`src/rtl/dccm_arb.sv`:
```
// LSU/DMA arbiter for a single-port DCCM with one-cycle read return.
// Optional DMA starvation override enabled by defining DCCM_ARB_STARVE_EN.
module dccm_arb #(
    parameter int unsigned STARVE_MAX = 4
) (
    input  logic        clk,
    input  logic        rst_n,

    input  logic        lsu_req_valid,
    output logic        lsu_req_ready,
    input  logic        lsu_req_we,
    input  logic [31:0] lsu_req_addr,
    input  logic [31:0] lsu_req_wdata,
    output logic        lsu_rsp_valid,
    output logic [31:0] lsu_rsp_rdata,

    input  logic        dma_req_valid,
    output logic        dma_req_ready,
    input  logic        dma_req_we,
    input  logic [31:0] dma_req_addr,
    input  logic [31:0] dma_req_wdata,
    output logic        dma_rsp_valid,
    output logic [31:0] dma_rsp_rdata,

    output logic        dccm_wren,
    output logic        dccm_rden,
    output logic [31:0] dccm_wr_addr,
    output logic [31:0] dccm_wr_data,
    input  logic [31:0] dccm_rd_data
);

    if (STARVE_MAX < 1 || STARVE_MAX > 15) begin : g_bad_param
        $error("dccm_arb: STARVE_MAX must be in 1..15");
    end

    logic gnt_lsu, gnt_dma, gnt_we;
    logic starve_hit;
    logic pend_q, pend_d;
    logic tag_q, tag_d;   // response owner: 1 = DMA, 0 = LSU

`ifdef DCCM_ARB_STARVE_EN
    logic [3:0] starve_q, starve_d;

    assign starve_hit = dma_req_valid && (starve_q >= 4'(STARVE_MAX));

    always_comb begin
        starve_d = '0;
        if (dma_req_valid && !gnt_dma)
            starve_d = (starve_q >= 4'(STARVE_MAX)) ? starve_q : starve_q + 4'd1;
    end

    always_ff @(posedge clk) begin
        if (!rst_n) starve_q <= '0;
        else        starve_q <= starve_d;
    end
`else
    assign starve_hit = 1'b0;
`endif

    // Grants are suppressed during reset so nothing reaches the DCCM.
    always_comb begin
        gnt_lsu = 1'b0;
        gnt_dma = 1'b0;
        if (rst_n) begin
            if (lsu_req_valid && !starve_hit) gnt_lsu = 1'b1;
            else if (dma_req_valid)           gnt_dma = 1'b1;
        end
    end

    assign gnt_we        = (gnt_lsu && lsu_req_we) || (gnt_dma && dma_req_we);
    assign lsu_req_ready = gnt_lsu;
    assign dma_req_ready = gnt_dma;

    assign dccm_wren     = gnt_we;
    assign dccm_rden     = (gnt_lsu || gnt_dma) && !gnt_we;
    assign dccm_wr_addr  = gnt_lsu ? lsu_req_addr  : (gnt_dma ? dma_req_addr  : 32'h0);
    assign dccm_wr_data  = gnt_lsu ? lsu_req_wdata : (gnt_dma ? dma_req_wdata : 32'h0);

    assign pend_d = dccm_rden;
    assign tag_d  = gnt_dma;

    always_ff @(posedge clk) begin
        if (!rst_n) begin
            pend_q <= 1'b0;
            tag_q  <= 1'b0;
        end else begin
            pend_q <= pend_d;
            tag_q  <= tag_d;
        end
    end

    assign lsu_rsp_valid = rst_n && pend_q && !tag_q;
    assign dma_rsp_valid = rst_n && pend_q &&  tag_q;
    assign lsu_rsp_rdata = lsu_rsp_valid ? dccm_rd_data : 32'h0;
    assign dma_rsp_rdata = dma_rsp_valid ? dccm_rd_data : 32'h0;

endmodule

```
`config.mk`:
```
export PLATFORM = sky130hd
export DESIGN_NAME = dccm_arb
export DESIGN_NICKNAME = d
export VERILOG_FILES = /design/src/rtl/dccm_arb.sv
export SDC_FILE = /design/constraint.sdc
export NUM_CORES = 1
export LEC_CHECK = 0
export ABC_AREA = 0
export BUFFER_PORTS_ARGS = -buffer_cell sky130_fd_sc_hd__buf_2
export CAP_MARGIN = 20
export CORE_AREA = 4 4 115 117
export CTS_CLUSTER_SIZE = 28
export DETAILED_ROUTE_END_ITERATION = 16
export DIE_AREA = 0 0 119 121
export SYNTH_ARGS = -nofsm -noshare
export SYNTH_HDL_FRONTEND = slang
export SYNTH_SLANG_ARGS = --single-unit
```
`constraint.sdc`:
```
create_clock -name clk -period 1.4 [get_ports clk]
set_input_delay 0.28 -clock clk [delete_from_list [all_inputs] [get_ports clk]]
set_output_delay 0.28 -clock clk [all_outputs]
set_load 0.05 [all_outputs]
```
# Word level (Yosys, flattened, before mapping)
# Index checks and enable logic that the tools add are counted.
dict set report classes {
  reduce_logical 10
  muxes 11
}
# operator n
set ops {}
lappend ops {{$mux W32} 6}
lappend ops {{$logic_and A1 B1 Y1} 6}
lappend ops {{$mux W1} 5}
lappend ops {{$logic_not A1 Y1} 2}
lappend ops {{$logic_or A1 B1 Y1} 2}
dict set report word_totals {
  out_inout_bits 134
  elab_cells 23
  in_bits 166
  reg_bits 2
}

# Longest topological paths before layout
dict set report depth {
  depth_word 7
  ltp_mapped 5
  mapped_depth_nobuf 2
}

# Least setup slack after synthesis
# Ideal clock, no wire load.
dict set report synth_path {
  path_type {flip-flop to output port}
  startpoint {register tag_q}
  endpoint {output dma_rsp_rdata[22]}
  arrival_time_ps 1617
  path_buffers 1
  path_slack_ps -497
  required_time_ps 1120
  path_stages_with_launch 4
  path_cell_list {dfxtp_1 and3_1 clkbuf_1 and2_1}
}
dict set report synth_between {
  elab_chain_cells 2
}
# element line_no
set synth_lines {}
lappend synth_lines {{start: declaration} 39} ;# logic tag_q, tag_d;
lappend synth_lines {{start signal: assignment} 88} ;# tag_q <= tag_d;
lappend synth_lines {{$logic_and A1 B1 Y1} 93} ;# assign dma_rsp_valid = rst_n && pend_q && tag_q;
lappend synth_lines {{net dma_rsp_valid} 22} ;# output logic dma_rsp_valid,
lappend synth_lines {{$mux W32} 95} ;# assign dma_rsp_rdata = dma_rsp_valid ? dccm_rd_data : 32'h0;
lappend synth_lines {{end: declaration} 23} ;# output logic [31:0] dma_rsp_rdata,
# The timed path passes the listed nets, and every way through them passes these cells.

# Worst setup path in the final report
dict set report layout_path {
  startpoint {register tag_q}
  endpoint {output lsu_rsp_rdata[6]}
}
dict set report layout_between {
  elab_chain_cells 3
}
# element line_no
set layout_lines {}
lappend layout_lines {{$logic_not A1 Y1} 92} ;# assign lsu_rsp_valid = rst_n && pend_q && !tag_q;
lappend layout_lines {{$logic_and A1 B1 Y1} 92}
lappend layout_lines {{$mux W32} 94} ;# assign lsu_rsp_rdata = lsu_rsp_valid ? dccm_rd_data : 32'h0;
lappend layout_lines {{end: declaration} 15} ;# output logic [31:0] lsu_rsp_rdata,
# Every way passes these cells.

==> impl_metrics.ini <==
[hold_path]
min_from = lsu_req_we
worstHoldPathCells = 3
min_path_type = input pin to flop
timing.hold.worst_endpoint = pend_q$_SDFF_PN0_

[detailed_routing]
drc = 0
viasPerCell = 4.29
num_vias = 2735
ant_nets = 0
routed_wl_um = 11900
drtIter0Drc = 93
routedWlPerCell_um = 18.7
drt-pass1-iter-count = 4

[power_and_ir_drop]
peakVddDrop_mv = 0.293
p_clk_frac = 0.206
p_switching_mw = 0.953
p_int_mw = 1.12
power.density_mw_per_mm2 = 463
seq_power_share = 0.030
swShare = 0.459
power_leakage_nw = 2.52
comb_power_share = 0.764

[placed_design]
port_buffers = 299
place_area_mm2 = 0.00318
routabilityCongestion = 0.770
place_hpwl_um = 7560

[timing]
setup-tns-final_ns = -14.70
max_slew_margin = 0.850
drv_slew = 0
fin_ws_ns = -0.163
tightest_slew_ns = 0.225
hold_viol_final = 0
rsz0062_at_grt = yes
fin_crit_ns = 1.56
final.period_utilization = 1.12
setup_violations = 128
fmax_ghz = 0.640
whs_ns = 0.379

[worst_setup_path]
crit_type = flop to output port
cp.arrival_ns = 1.28
cp-start-kind = flop
worst_setup_path_end_kind = output port
cp_num_buf_inv = 2
path_delay_family = simple AND/OR/NAND/NOR gates
cp_max_fo = 21
cp_slowest_cell = dfxtp_1
crit_chain = and3b_2 -> buf_12 -> and2_2 -> buf_6
crit_required_ns = 1.12
cp_slowest_stage_delay_ns = 0.31

[grt]
grtUsageTotal = 0.145
grt_overflow = 0
grt_pass1_wl_um = 16300
antenna_found_initial = 1
grt_start_max_net_pins = 51
first_global_vias = 2896

[yosys]
synth_seq_area_share = 0.0300
synth_top_cell_area_share = 0.503
synth_area_mm2 = 0.00133
syn_inst = 171
syn_area_per_cell_um2 = 7.80
yosys_warnings = 0
ys_types = 10
ys_ff_latch = 2
syn-num-nets = 337
yosysTopAreaCell = a32o_1
ys_top_cells_by_area = a32o_1 50%, and2_1 31%, buf_2 5.3%

[cts]
cts_root_buf = clkbuf_16
clk_path_buf_depth = 2
holdBufCountCts = 0
cts_buffers = 3
cts_tree = yes
numClockSinks = 2
clk_pin_slew_ns = 0.03
cts-htree-levels = 1

[layout]
syn2layout_area_growth_pct = 236
final_cell_mix = 163 x buf_2, 114 x buf_6, 62 x a32o_2
final_nets = 633
design_area_mm2 = 0.00448
n_antenna_cell = 0
fill_cells = 1235
final_common_cell = buf_2
drive_above_1_share = 0.970
final_util = 0.362

[die]
core-area_mm2 = 0.0124
die_y_um = 121
fp-row-count = 41
dieArea_mm2 = 0.0144
ios = 300
initial_core_util = 0.108
die_x_um = 119

[outcome]
status = finished, violations left
violations = negative setup slack

[run]
maxCapViolCount = 0
through the flow:
step                      total power, mW  setup WS, ns  std cells
after floorplan                     0.869       0.00257        171
after global placement               1.27        -0.212        622
after detailed placement             1.28        -0.224        622
after CTS                            2.04        -0.163        634
after global routing                 2.16        -0.189        637
final                                2.08        -0.163        637
repair_timing:
| item | in CTS | in global routing |
|---|---|---|
| setup buffers | 3 | 1 |
| setup endpoints to repair | 133 | 133 |
| resized for setup | 297 | 16 |
| cloned | 7 | 3 |
| pin swaps | 7 | 7 |
| hold endpoints to repair | 0 | 0 |
cells by family (layout without fill, tap and decap cells):
family / after synthesis / after routing / synth area share
compound gates: 67 / 67 / 0.503
buf+inv: 32 / 326 / 0.137
flops: 2 / 2 / 0.0300
simple gates: 70 / 70 / 0.330
cell type report:
type	count	area [µm²]	share of cell area
Tap cell	172	215	0.0480
Inverter	2	7.51	0.00168
Timing Repair Buffer	321	2850	0.636
Clock buffer	3	75.1	0.0168
Multi-Input combinational cell	137	1290	0.289
Sequential cell	2	40.0	0.00894
power groups by stage:
stage	combinational [mW]	sequential, mW	clock [mW]
6_report	1.59	0.0614	0.428
5_1_grt	1.66	0.0616	0.438
4_1_cts	1.55	0.0613	0.435
3_5_place_dp	1.21	0.0620	0
3_3_place_gp	1.21	0.0620	0
2_1_floorplan	0.807	0.0618	0
flip-flops by register name, indices dropped and copies added, names as in the netlist:
| name | count |
|---|---|
| tag_q | 1 |
| pend_q | 1 |
synth_stat cells, drive strengths merged:
master and number:
a32o 67, and2 67, buf 20, clkbuf 10
dfxtp 2, inv 2, and3 1, and3b 1
nor2b 1
metal layers:
| metal | vias up | GRT usage | wire, µm |
|---|---|---|---|
| met5 | - | 0 | 20 |
| met4 | 2 | 0.0398 | 113 |
| met3 | 6 | 0.0424 | 1140 |
| met2 | 187 | 0.260 | 6240 |
| met1 | 1253 | 0.167 | 4370 |
| li1 | 1287 | - | - |
how the worst max path moves through the flow:
stage                startpoint               end  slack (ns)  cells past startpoint
4_1_cts        tag_q$_SDFF_PN0_  lsu_rsp_rdata[6]       -0.16                      4
5_1_grt        tag_q$_SDFF_PN0_  lsu_rsp_rdata[6]       -0.19                      4
3_3_place_gp              rst_n  dccm_wr_data[23]       -0.21                      5
3_5_place_dp              rst_n   dccm_wr_data[9]       -0.22                      5
2_1_floorplan     dma_req_valid  dccm_wr_data[23]       0.003                      4
6_report       tag_q$_SDFF_PN0_  lsu_rsp_rdata[6]       -0.16                      4
Power figures use the tool's default switching activity.
